File: src/rtl/microwave_pkg.sv
// Shared definitions for the microwave controller digit-entry path.
//   KEY_W      : number of keypad lines (digits 0-9)
//   BCD_W      : width of one BCD digit
//   MAX_DIGITS : digits the Timer holds (ones, tens, mins)
//   TENS_MAX   : largest digit the mod-6 tens stage can hold
//   kl_state_t : key-entry FSM states
//   is_onehot / key_to_bcd : keypad pattern helpers
package microwave_pkg;

  localparam int unsigned KEY_W = 10;
  localparam int unsigned BCD_W = 4;

  localparam logic [1:0]       MAX_DIGITS = 2'd3;
  localparam logic [BCD_W-1:0] TENS_MAX   = 4'd5;

  typedef enum logic [1:0] {
    ST_IDLE     = 2'd0,
    ST_DEBOUNCE = 2'd1,
    ST_ACCEPT   = 2'd2,
    ST_RELEASE  = 2'd3
  } kl_state_t;

  function automatic logic is_onehot(input logic [KEY_W-1:0] k);
    return (k != '0) && ((k & (k - KEY_W'(1))) == '0);
  endfunction

  // Bit i maps to value i; only meaningful for a one-hot pattern.
  function automatic logic [BCD_W-1:0] key_to_bcd(input logic [KEY_W-1:0] k);
    logic [BCD_W-1:0] d;
    d = '0;
    for (int unsigned i = 0; i < KEY_W; i++) begin
      if (k[i]) d = BCD_W'(i);
    end
    return d;
  endfunction

endpackage

File: src/rtl/keypad_loader_if.sv
// Serial BCD load bus between the keypad loader and the Timer.
//   data       : BCD digit presented to the Timer
//   loadn      : active-low one-cycle load strobe
//   timer_busy : Timer is counting, key entry disabled
//   entry_clr  : synchronous clear issued alongside the Timer clear
// master = keypad_loader side, slave = Timer side.
interface keypad_loader_if;
  import microwave_pkg::*;

  logic [BCD_W-1:0] data;
  logic             loadn;
  logic             timer_busy;
  logic             entry_clr;

  modport master (
    output data,
    output loadn,
    input  timer_busy,
    input  entry_clr
  );

  modport slave (
    input  data,
    input  loadn,
    output timer_busy,
    output entry_clr
  );

endinterface

File: src/rtl/key_debouncer.sv
// Synchronises the raw keypad lines, waits for a stable pattern, emits a
// single accept pulse per press and then waits for a stable release.
//   clk    : system clock
//   clr    : asynchronous active-high reset
//   keys   : raw, bouncy keypad lines
//   accept : high for the one cycle the FSM sits in ST_ACCEPT
//   kcap   : pattern captured at the start of debounce (valid with accept)
module key_debouncer
  import microwave_pkg::*;
#(
  parameter int unsigned DEBOUNCE_CYCLES = 16,
  parameter int unsigned DB_W            = 5
) (
  input  logic             clk,
  input  logic             clr,
  input  logic [KEY_W-1:0] keys,
  output logic             accept,
  output logic [KEY_W-1:0] kcap
);

  localparam logic [DB_W-1:0] CNT_LAST = DB_W'(DEBOUNCE_CYCLES - 1);

  logic [KEY_W-1:0] sync1, ksync;
  logic [KEY_W-1:0] kcap_next;
  logic [DB_W-1:0]  cnt, cnt_next;
  kl_state_t        state, state_next;

  always_ff @(posedge clk or posedge clr) begin
    if (clr) begin
      sync1 <= '0;
      ksync <= '0;
      kcap  <= '0;
      cnt   <= '0;
      state <= ST_IDLE;
    end else begin
      sync1 <= keys;
      ksync <= sync1;
      kcap  <= kcap_next;
      cnt   <= cnt_next;
      state <= state_next;
    end
  end

  always_comb begin
    state_next = state;
    cnt_next   = cnt;
    kcap_next  = kcap;
    accept     = 1'b0;
    case (state)
      ST_IDLE: begin
        if (ksync != '0) begin
          kcap_next  = ksync;
          cnt_next   = '0;
          state_next = ST_DEBOUNCE;
        end
      end
      ST_DEBOUNCE: begin
        if (ksync != kcap) begin
          state_next = ST_IDLE;
        end else if (cnt == CNT_LAST) begin
          state_next = ST_ACCEPT;
        end else begin
          cnt_next = cnt + DB_W'(1);
        end
      end
      ST_ACCEPT: begin
        accept     = 1'b1;
        cnt_next   = '0;
        state_next = ST_RELEASE;
      end
      ST_RELEASE: begin
        // Any activity restarts the quiet period, so a held key never repeats.
        if (ksync != '0) begin
          cnt_next = '0;
        end else if (cnt == CNT_LAST) begin
          state_next = ST_IDLE;
        end else begin
          cnt_next = cnt + DB_W'(1);
        end
      end
      default: state_next = ST_IDLE;
    endcase
  end

endmodule

File: src/rtl/keypad_loader.sv
// Keypad digit-entry front end for the microwave Timer. Debounces one-hot
// keypad presses, encodes them to BCD and shifts accepted digits into the
// Timer with a one-cycle active-low strobe, rejecting entries the Timer
// cannot hold.
//   clk       : system clock
//   clr       : asynchronous active-high reset
//   keys      : raw keypad lines, bit i = digit i
//   tmr       : Timer load bus (data, loadn out; timer_busy, entry_clr in)
//   digit_cnt : digits entered since clear, saturating at 3
//   key_err   : one-cycle pulse when a debounced press is rejected
module keypad_loader
  import microwave_pkg::*;
#(
  parameter int unsigned DEBOUNCE_CYCLES = 16,
  parameter int unsigned DB_W            = 5
) (
  input  logic             clk,
  input  logic             clr,
  input  logic [KEY_W-1:0] keys,
  keypad_loader_if.master  tmr,
  output logic [1:0]       digit_cnt,
  output logic             key_err
);

  logic             accept;
  logic [KEY_W-1:0] kcap;

  logic [BCD_W-1:0] s0, s1, s2;
  logic [BCD_W-1:0] data_q;
  logic [1:0]       cnt_q;

  logic             onehot, full, tens_bad, take, strobe;
  logic [BCD_W-1:0] d;

  key_debouncer #(
    .DEBOUNCE_CYCLES (DEBOUNCE_CYCLES),
    .DB_W            (DB_W)
  ) u_debouncer (
    .clk    (clk),
    .clr    (clr),
    .keys   (keys),
    .accept (accept),
    .kcap   (kcap)
  );

  // Decisions are combinational on the ACCEPT cycle so the strobe and the
  // digit appear in that same cycle; an async clr drops loadn at once.
  always_comb begin
    onehot   = is_onehot(kcap);
    d        = key_to_bcd(kcap);
    full     = (cnt_q == MAX_DIGITS);
    tens_bad = (cnt_q != 2'd0) && (s0 > TENS_MAX);
    key_err  = accept && (!onehot || (!tmr.timer_busy && (full || tens_bad)));
    take     = accept && onehot && !tmr.timer_busy && !full && !tens_bad;
    strobe   = take && !tmr.entry_clr;
    tmr.loadn = !strobe;
    tmr.data  = strobe ? d : data_q;
    digit_cnt = cnt_q;
  end

  always_ff @(posedge clk or posedge clr) begin
    if (clr) begin
      s0     <= '0;
      s1     <= '0;
      s2     <= '0;
      data_q <= '0;
      cnt_q  <= '0;
    end else if (tmr.entry_clr) begin
      s0     <= '0;
      s1     <= '0;
      s2     <= '0;
      data_q <= '0;
      cnt_q  <= '0;
    end else if (take) begin
      s2     <= s1;
      s1     <= s0;
      s0     <= d;
      data_q <= d;
      cnt_q  <= cnt_q + 2'd1;
    end
  end

endmodule

File: src/flat_wrapper.sv
// flat-port wrapper written by rule: the top's interface ports become plain ports
module keypad_loader_flat import microwave_pkg::*;
#(
  parameter int unsigned DEBOUNCE_CYCLES = 16,
  parameter int unsigned DB_W            = 5
)
  (clk, clr, keys, digit_cnt, key_err, tmr_data, tmr_loadn, tmr_timer_busy, tmr_entry_clr);
  keypad_loader_if tmr_i ();
  input  logic clk;
  input  logic clr;
  input  logic [KEY_W-1:0] keys;
  output logic [1:0] digit_cnt;
  output logic key_err;
  output wire logic [$bits(tmr_i.data)-1:0] tmr_data;
  output wire logic [$bits(tmr_i.loadn)-1:0] tmr_loadn;
  input wire logic [$bits(tmr_i.timer_busy)-1:0] tmr_timer_busy;
  input wire logic [$bits(tmr_i.entry_clr)-1:0] tmr_entry_clr;
  assign tmr_data = tmr_i.data;
  assign tmr_loadn = tmr_i.loadn;
  assign tmr_i.timer_busy = tmr_timer_busy;
  assign tmr_i.entry_clr = tmr_entry_clr;
  keypad_loader #(.DEBOUNCE_CYCLES(DEBOUNCE_CYCLES), .DB_W(DB_W)) u_core (.clk(clk), .clr(clr), .keys(keys), .tmr(tmr_i), .digit_cnt(digit_cnt), .key_err(key_err));
endmodule
File: config.mk
export PLATFORM = sky130hd
export DESIGN_NAME = keypad_loader_flat
export DESIGN_NICKNAME = d
export VERILOG_FILES = /design/src/rtl/microwave_pkg.sv /design/src/rtl/keypad_loader_if.sv /design/src/rtl/key_debouncer.sv /design/src/rtl/keypad_loader.sv /design/src/flat_wrapper.sv
export SDC_FILE = /design/constraint.sdc
export NUM_CORES = 1
export LEC_CHECK = 0
export ABC_CLOCK_PERIOD_IN_PS = 3500
export BUFFER_PORTS_ARGS = -buffer_cell sky130_fd_sc_hd__buf_2
export CAP_MARGIN = 10
export CORE_UTILIZATION = 40
export CTS_CLUSTER_DIAMETER = 30
export DETAILED_ROUTE_END_ITERATION = 7
export PLACE_DENSITY = 0.7
export SLEW_MARGIN = 0
export SYNTH_ARGS = -nofsm -noshare
export SYNTH_HDL_FRONTEND = slang
export SYNTH_SLANG_ARGS = --single-unit
File: constraint.sdc
create_clock -name clk -period 3.5 [get_ports clk]
set_input_delay 0.7 -clock clk [delete_from_list [all_inputs] [get_ports clk]]
set_output_delay 0.7 -clock clk [all_outputs]
set_load 0.1 [all_outputs]
* Yosys cells after proc, flatten, opt, wreduce, memory -nomap -nowiden
Cells that the tools add are included.
Word-level totals: input port bits 14, register bits 43
Operators by class: magnitude comparators 1, equal/unequal tests 11, mux-type cells 26, reductions and logical operators 26, $add $sub $neg 3, bitwise operators 1
Operator list (number):
- 4-bit two-way mux | 5
- 5-bit two-way mux | 4
- 5-bit case mux with 4 select lines | 1
- 10-bit nonzero test | 2
- 2-bit two-way mux | 9
- 3-bit two-way mux | 4
- 10-bit bitwise AND | 1
- 10-bit logical NOT | 1
- 10-bit != test | 1
- 10-bit by 1-bit subtractor with 10-bit output, second input constant | 1
- 1-bit logical AND | 9
- 2-bit != test, second input constant | 4
- 2-bit case mux with 4 select lines | 1
- 2-bit equality test, second input constant | 3
- 1-bit logical NOT | 6
- 5-bit by 1-bit adder with 5-bit output, second input constant | 1
- 5-bit by 4-bit equality test with 1-bit output, second input constant | 1
- 4-bit by 3-bit > comparator with 1-bit output, second input constant | 1
- 2-bit AND reduction | 2
- 4-bit AND reduction | 1
- 2-bit nonzero test | 2
- 3-bit != test, second input constant | 1
- 2-bit by 1-bit adder with 2-bit output, second input constant | 1
- 2-bit by 1-bit equality test with 1-bit output, second input constant | 1
- 3 further kinds | 5

* Longest topological paths before layout
Gate-level depths: netlist of the first run.
depth after elaboration 11, mapped depth 7

* Modules after synthesis
A second synthesis of the first run with hierarchy kept.
Second synthesis, totals: cells, all modules 183, area total of the unflattened synthesis 2054.5 um^2
Modules (own cells, without submodules):
- key_debouncer | sequential area each 925.9 um^2, times used 1, area an instance 1488.9 um^2, cells each 116
- keypad_loader | sequential area each 150.1 um^2, times used 1, area an instance 565.5 um^2, cells each 67

* Least setup slack after synthesis of the first run
OpenSTA, ideal clock, no wires.
kind register to output, start point register u_core.cnt_q[0], in the netlist u_core.digit_cnt[0], end point output key_err, buffers on the path 0, slack -0.166 ns, data arrival time 2.966 ns, stages on the path, launching flop included 6, cells stage by stage dfrtp_1 -> inv_1 -> ha_1 -> o21bai_1 -> nand2b_1 -> a21oi_1
On the way: cells in the longest elaborated chain, start to end 6, elaborated cells on any way between the ends 7, those cells by class eq/ne: 1; reduce/logical: 6
Ends and longest elaborated chain:
- start, declared | line keypad_loader.sv:30 | logic [1:0] cnt_q;
- start signal, assigned | line keypad_loader.sv:79 | cnt_q <= cnt_q + 2'd1;
- 2-bit nonzero test | line keypad_loader.sv:52 | tens_bad = (cnt_q != 2'd0) && (s0 > TENS_MAX);
- 1-bit logical AND | line keypad_loader.sv:52
- 1-bit logical OR (*) | line keypad_loader.sv:53 | key_err = accept && (!onehot || (!tmr.timer_busy && (full || tens_bad)));
- 1-bit logical AND (*) | line keypad_loader.sv:53
- 1-bit logical OR (*) | line keypad_loader.sv:53
- 1-bit logical AND (*) | line keypad_loader.sv:53
- end, declared | line flat_wrapper.sv:13 | output logic key_err;
Every way passes the cells marked *; elsewhere a longest branch is shown, timed or not.

* Worst setup path after layout of the first run
start point register u_core.u_debouncer.kcap[1], end point output tmr_data[3]
On the way: cells in the longest elaborated chain, start to end 10, elaborated cells on any way between the ends 11, those cells by class add/sub: 1; mux: 1; bitwise: 1; reduce/logical: 8
Ends and longest elaborated chain:
- start, declared | line key_debouncer.sv:18 | output logic [KEY_W-1:0] kcap
- start signal, assigned | line key_debouncer.sv:38 | kcap <= kcap_next;
- 10-bit by 1-bit subtractor with 10-bit output | line microwave_pkg.sv:24 | return (k != '0) && ((k & (k - KEY_W'(1))) == '0);
- 10-bit bitwise AND | line microwave_pkg.sv:24
- 10-bit logical NOT | line microwave_pkg.sv:24
- 1-bit logical AND (*) | line microwave_pkg.sv:24
- 1-bit logical AND (*) (4 in a row) | line keypad_loader.sv:54 | take = accept && onehot && !tmr.timer_busy && !full && !tens_bad;
- 1-bit logical AND (*) | line keypad_loader.sv:55 | strobe = take && !tmr.entry_clr;
- 4-bit two-way mux (*) | line keypad_loader.sv:57 | tmr.data = strobe ? d : data_q;
- end, declared | line flat_wrapper.sv:14 | output wire logic [$bits(tmr_i.data)-1:0] tmr_data;
Marks and branches as above.

==> impl_metrics.csv, run 1 <==
group,metric,value,unit
worst_setup_path,worstPathRequired,2800,ps
cells_and_area,final_util,51.35,%
synth,synthTopCellsByCount,"dfrtp_1 (43), nand2_1 (30), nor2_1 (13), o21ai_0 (11)",
global_routing,grt_pass1_vias,1419,
detailed_routing,vias,1548,
worst_setup_path,ff2ff_path_depth,7,
synth,syn_area,2024,um2
cells_and_area,syn2layout_area_growth,21.38,%
cts,cts_buffers,5,
detailed_routing,routed_via_density,5.301,
timing,tightest_slew,824.2,ps
worst_setup_path,critical_path.max_stage_delay,560,ps
die,rows,25,
synth,synth_area_leaders,"dfrtp_1 (53%), nand2_1 (5.6%), xor2_1 (3.5%), o21ai_0 (2.7%), nor2_1 (2.4%)",
synth,ys_seq_area_share,53.15,%
power_and_ir_drop,p_switching,0.0002774,W
timing,finalClockSkew,8.466,ps
timing,rsz0062_at_grt,"true",
die,ios,22,
global_routing,grt_max_degree,32,
worst_hold_path,hold-path-cell-count,0,
power_and_ir_drop,internal_power,0.0007950,W
place,place.gp.congestion,0.8409,
timing,finalSetupViolations,4,
synth,yosysWarnings,0,
cells_and_area,drive_gt1_share,25.78,%
die,die_h,73.14,um
detailed_routing,wl_per_cell,13.20,um
cts,cts_tree,"yes",
cts,hold_buffers,0,
global_routing,grtUsageMet2,24.69,%
timing,layout_setup_ws,-18.66,ps
power_and_ir_drop,power_leakage,1.108,nW
detailed_routing,drtIter0Drc,61,
detailed_routing,first_pass_iters,4,
detailed_routing,drc,0,
worst_setup_path,end_kind,"output port",
detailed_routing,postRouteWirelength,3854,um
place,io_buffer_count,21,
worst_setup_path,cp-start-kind,"flop",
power_and_ir_drop,share_comb_of_total_power,12.8,%
timing,fin_crit_sh,100.5,%
timing,drv_slew,0,
cts,cts-root-buf,"clkbuf_8",
synth,synth_area_per_cell,10.44,um2
power_and_ir_drop,peakVddDrop,0.4092,mV
timing,fmax,284.2,MHz
worst_setup_path,crit_type,"flop to output port",
global_routing,grt.busiest_layer,"met2",
synth,synth_flop_cell,"dfrtp_1",
worst_setup_path,worst-path-max-fanout,4,
worst_setup_path,path_cells,"or4_4 -> o21bai_4 -> a221o_2 -> nor4_4 -> mux2_4 -> buf_12",
cts,clkTransAtPathRegs,80,ps
run_status,status,"finished with violations",
cts,cts_num_sinks,43,
synth,synth_area_leader_cell,"dfrtp_1",
global_routing,grt_use_total,15.78,%
power_and_ir_drop,p_seq_share,53.2,%
global_routing,met3_usage,3.315,%
synth,async_reset_ff_share,100.0,%
detailed_routing,ant_nets,0,
die,core_area,4786,um2
global_routing,use_met1,20.59,%
place,post_dp_cell_area,2236,um2
global_routing,grt_pass1_wl,6320,um
synth,ys_ff_latch,43,
synth,yosysTopAreaCellShare,53.15,%
cells_and_area,diodes,0,
power_and_ir_drop,clkPwrFrac,34.1,%
cts,clockBufferDepth,2,
run_status,violations,"negative setup slack",
worst_setup_path,crit_arrival,2820,ps
die,dieArea,5349,um2
worst_hold_path,min_path_type,"flop to flop",
global_routing,grt.overflow.total,0,
synth,synth_most_common_cell,"dfrtp_1",
cts,insertion_delay,290,ps
cells_and_area,final_nets,242,
timing,hold_violations,0,
synth,synth.distinct_cells,38,
synth,synth-edff-count,0,
timing,min_period,3519,ps
flow_run,maxCapViolations,0,
global_routing,grt_antenna_before_repair,0,
timing,relSlewSlack,44.63,%
cells_and_area,fin_area,2457,um2
power_and_ir_drop,power_density,436.4,nW/um2
synth,syn_inst,194,
place,hpwlAfterDp,2667,um
die,start_util,42.30,%
die,dieWidth,73.14,um
power_and_ir_drop,netSwitchingFraction,25.86,%
worst_setup_path,cp_slowest_cell,"or4_4",
cts,ctsHtreeMaxLevel,2,
synth,syn-num-nets,211,
power groups by stage:
stage / sequential [W] / clock [W] / combinational [W]
after floorplan: 0.000562 / 0 / 0.000103
after global placement: 0.000579 / 0 / 0.000120
after detailed placement: 0.000581 / 0 / 0.000120
after CTS: 0.000570 / 0.000379 / 0.000128
after global routing: 0.000575 / 0.000399 / 0.000153
final: 0.000570 / 0.000365 / 0.000137
placed cells by master, fill, tap and decap left out, drive strengths merged, types with 2 or more instances in the layout:
master	Yosys	layout
dfrtp	43	43
buf	0	31
nand2	30	30
nor2	13	13
o21ai	11	11
inv	9	9
a21oi	9	9
xor2	8	8
nor4	8	8
mux2	6	6
a22o	6	6
a211oi	5	5
clkbuf	7	5
nand4	3	3
nand3	3	3
o31ai	3	3
ha	3	3
o21bai	3	3
xnor2	2	2
o21a	2	2
or2	2	2
nand2b	2	2
o311ai	2	2
or3	2	2
a221o	2	2
layer usage:
layer  part of all wire, %  routed length [um]
met1                    47                1817
met3                   4.3                 165
met4                   1.7                  66
met2                    47                1804
met5                     0                   0
final timing paths:
path,from,end,slack [ps]
worst max-delay path,u_core.u_debouncer.kcap[1],tmr_data[3],-20
worst min-delay path,u_core.u_debouncer.sync1[7],u_core.u_debouncer.ksync[7],350
worst max register to register,u_core.u_debouncer.kcap[1],u_core.digit_cnt[0],900
worst min register to register,u_core.u_debouncer.sync1[7],u_core.u_debouncer.ksync[7],350
max in group asynchronous,clr,u_core.u_debouncer.sync1[7],2290
min in group asynchronous,clr,u_core.u_debouncer.kcap[2],440
state kept, by name, indices dropped and copies added, names as in the netlist, named ones only:
register / cells
u_core.u_debouncer.kcap: 10
u_core.u_debouncer.cnt: 5
u_core.u_debouncer.ksync: 10
u_core.s0: 4
u_core.digit_cnt: 2
u_core.u_debouncer.state: 1
u_core.u_debouncer.sync1: 10
cell families after synthesis:
logic type | after synthesis | synth area share, %
xor+xnor | 10 | 4.327
buf+inv | 16 | 2.967
mux | 6 | 3.708
compound gates | 48 | 16.44
fa+ha+maj | 3 | 1.854
flops | 43 | 53.15
simple gates | 68 | 17.55
through the flow:
step                      hold WS [ps]  setup slack (ps)  total power (W)  cells  setup TNS (ps)
after floorplan                  331.2             275.8        0.0006656    194               0
after global placement           332.8             262.0        0.0006987    277               0
after detailed placement         334.7             209.5        0.0007016    277               0
after CTS                        344.9             2.035         0.001077    287               0
after global routing             349.6            -94.72         0.001127    292          -360.8
final                            347.1            -18.66         0.001072    292          -45.39
final cells by class:
cell class / count / area (um2)
Timing Repair Buffer: 31 / 242.7
Multi-Input combinational cell: 135 / 910.9
Clock buffer: 5 / 68.82
Tap cell: 67 / 83.83
Inverter: 9 / 33.78
Clock inverter: 2 / 37.54
Sequential cell: 43 / 1080
Fill cell: 439 / 2328
what timing repair did:
| action | 4_1_cts | 5_1_grt |
|---|---|---|
| setup buffers | 3 | 5 |
| pin swaps | 2 | 2 |
| setup endpoints to repair | 5 | 5 |
| gates resized for setup | 5 | 11 |
worst max-delay path, delay by kind of cell, from the launching register on:
kind / cells / cell delay [ps]
flops: 1 / 410
mux: 1 / 350
simple gates: 2 / 980
compound gates: 2 / 610
buf+inv: 1 / 170
(Power assumes the default switching activity.)
==> run 2, diff against run 1 <==
ABC_CLOCK_PERIOD_IN_PS = 2900   (was 3500)
CORE_MARGIN = 10   (was unset)
PLACE_DENSITY = 0.72   (was 0.7)
clock period = 2.9 ns   (was 3.5 ns; I/O delays follow)
==> run 2 against run 1 <==
  * The run still ends with negative setup slack left
  * Routed wire length increased by 8.0%
  * Via count is 0.58% higher
  * Final cell count increased by 2.4%
  * Sequential share of layout area is 1.2 points lower
  * Flip-flop and latch count did not move
  * Cell area up 2.6%
  * First-iteration DRC count increased by 18%
  * Critical endpoint is now tmr_data[2]
  * Largest cell class unchanged
  * Highest routed layer unchanged
==> impl_metrics.csv, run 2 (synthesized netlist as in run 1, its figures left out) <==
group,metric,value,unit
detailed_routing,first_pass_iters,4,
die,dieWidth,91.14,um
timing,hold_violations,0,
cells_and_area,final_util,52.34,%
power_and_ir_drop,power_leakage,1.158,nW
cts,insertion_delay,300,ps
cells_and_area,n_fill_cell,447,
global_routing,grt_max_degree,44,
cts,clockBufferDepth,2,
worst_setup_path,critical_path.max_stage_delay,550,ps
timing,fin_crit_sh,111.8,%
run_status,violations,"negative setup slack",
cells_and_area,final_cell_mix,"dfrtp_1 (41), nand2_1 (30), buf_4 (16), buf_2 (15), nor2_1 (12)",
worst_hold_path,min_path_type,"flop to flop",
cts,hold_buffers,0,
power_and_ir_drop,peakVddDrop,0.4282,mV
worst_setup_path,cp-start-kind,"flop",
global_routing,grt_pass1_vias,1544,
power_and_ir_drop,internal_power,0.0009757,W
power_and_ir_drop,p_seq_share,50.5,%
worst_setup_path,r2r-end,"u_core.digit_cnt[0]",
worst_setup_path,cp_top_family,"simple AND/OR/NAND/NOR gates",
power_and_ir_drop,clkPwrFrac,34.8,%
place,place.gp.congestion,0.8434,
detailed_routing,postRouteWirelength,4162,um
place,io_buffer_count,21,
power_and_ir_drop,p_switching,0.0003536,W
cells_and_area,syn2layout_area_growth,24.54,%
worst_setup_path,cp_num_buf_inv,1,
cells_and_area,diodes,0,
worst_hold_path,worstHoldStart,"u_core.u_debouncer.sync1[7]",
worst_setup_path,end_kind,"output port",
power_and_ir_drop,finalPower,0.001329,W
worst_hold_path,hold-path-endpoint,"u_core.u_debouncer.ksync[7]",
cts,cts-root-buf,"clkbuf_8",
place,post-place-ws,-132.2,ps
timing,layout_setup_ws,-342.2,ps
power_and_ir_drop,share_comb_of_total_power,14.7,%
die,start_util,42.03,%
timing,tightest_slew,892.3,ps
detailed_routing,routed_via_density,5.207,
detailed_routing,drtIter0Drc,72,
worst_setup_path,crit_type,"flop to output port",
global_routing,grt_antenna_before_repair,0,
cts,cts_tree,"yes",
cts,cts_num_sinks,43,
worst_setup_path,crit_arrival,2660,ps
die,rows,25,
global_routing,grt.overflow.total,0,
global_routing,grt_use_total,10.53,%
cells_and_area,reg_top3,"u_core.u_debouncer.kcap: 10 flops, u_core.u_debouncer.ksync: 10 flops, u_core.u_debouncer.sync1: 10 flops",
timing,min_period,3242,ps
cts,clkTransAtPathRegs,80,ps
worst_setup_path,cp_slowest_cell,"or4_4",
die,ios,22,
die,core_area,4817,um2
timing,finalClockSkew,5.804,ps
cells_and_area,drive_gt1_share,28.02,%
worst_setup_path,reg2reg_slack,490,ps
global_routing,grt_pass1_wl,7245,um
timing,rsz0062_at_grt,"true",
worst_setup_path,worst-path-max-fanout,4,
cts,ctsHtreeMaxLevel,2,
run_status,status,"finished with violations",
worst_setup_path,rr_startpoint,"u_core.u_debouncer.kcap[1]",
die,die_h,91.14,um
flow_run,maxCapViolations,0,
worst_setup_path,ff2ff_path_depth,6,
timing,drv_slew,0,
timing,fmax,308.4,MHz
detailed_routing,ant_nets,0,
cells_and_area,final_common_cell,"dfrtp_1",
die,dieArea,8307,um2
cts,cts_buffers,5,
place,hpwlAfterDp,3000,um
power_and_ir_drop,netSwitchingFraction,26.60,%
detailed_routing,wl_per_cell,13.92,um
worst_setup_path,path_cells,"or4_4 -> o21bai_1 -> a221o_2 -> nor4_4 -> mux2_4 -> buf_12",
worst_setup_path,worstPathRequired,2320,ps
power_and_ir_drop,power_density,527.3,nW/um2
worst_hold_path,hold-path-cell-count,0,
detailed_routing,drc,0,
detailed_routing,vias,1557,
timing,finalSetupViolations,6,
timing,relSlewSlack,40.05,%
cells_and_area,final_nets,248,
## run 2: changes by cell type in the layout (fill, tap and decap cells not counted), sizes merged
| cell | delta |
|---|---|
| buf | +6 |
| clkinvlp | -1 |
| clkinv | +2 |
## run 2: power by group through the flow
stage / clock network [W] / registers (W) / logic (W)
2_1_floorplan: 0 / 0.000678 / 0.000125
3_3_place_gp: 0 / 0.000681 / 0.000191
3_5_place_dp: 0 / 0.000683 / 0.000193
4_1_cts: 0.000477 / 0.000671 / 0.000195
5_1_grt: 0.000503 / 0.000677 / 0.000221
6_report: 0.000463 / 0.000671 / 0.000195
## run 2: how the worst max path moves through the flow
| stage | depth (start not counted) | slack [ps] | end | startpoint |
|---|---|---|---|---|
| CTS | 6 | -400 | tmr_data[2] | u_core.u_debouncer.kcap[1] |
| finish | 6 | -340 | tmr_data[2] | u_core.u_debouncer.kcap[1] |
| floorplan | 5 | -110 | tmr_loadn | u_core.u_debouncer.kcap[1] |
| detailed placement | 6 | -130 | tmr_data[2] | u_core.u_debouncer.kcap[1] |
| global placement | 6 | -90 | tmr_data[1] | u_core.u_debouncer.kcap[1] |
| global route | 6 | -440 | tmr_data[2] | u_core.u_debouncer.kcap[1] |
## run 2: stage by stage
step	hold slack (ps)	cell area, um2	cells	setup TNS (ps)
final	345.4	2521	299	-1578
after global routing	361.3	2521	299	-2172
after CTS	352.8	2521	299	-1825
after detailed placement	335.8	2321	288	-423.9
after global placement	332.2	2321	288	-216.9
after floorplan	331.2	2031	194	-578.3
## run 2: worst reg2reg max path: stages (launching register included)
cell	delay [ps]
dfrtp_1	380
or4_4	550
o21bai_1	170
a221o_2	400
buf_4	160
o31a_1	350
mux2_2	290
## run 2: what timing repair did
action	CTS	global route
pin swaps	2	1
gates resized for setup	19	0
setup endpoints to repair	6	6
cloned	0	0
setup buffers	3	1
## run 2: metal layers
metal | vias up | global-route usage, % | share of wire (%)
li1 | 763 | - | -
met1 | 744 | 13.20 | 47
met2 | 41 | 16.17 | 46
met3 | 9 | 3.210 | 4.6
met4 | 0 | 4.961 | 2.5
met5 | - | 0 | 0
## run 2: final cells by class
class / count / area, um2 / share of cell area (%)
sequential: 43 / 1079 / 42.78
multi-input combinational: 135 / 902.1 / 35.78
timing repair buffer: 37 / 310.3 / 12.31
tap: 67 / 83.83 / 3.325
clock buffer: 5 / 68.82 / 2.730
clock inverter: 3 / 43.79 / 1.737
inverter: 9 / 33.78 / 1.340
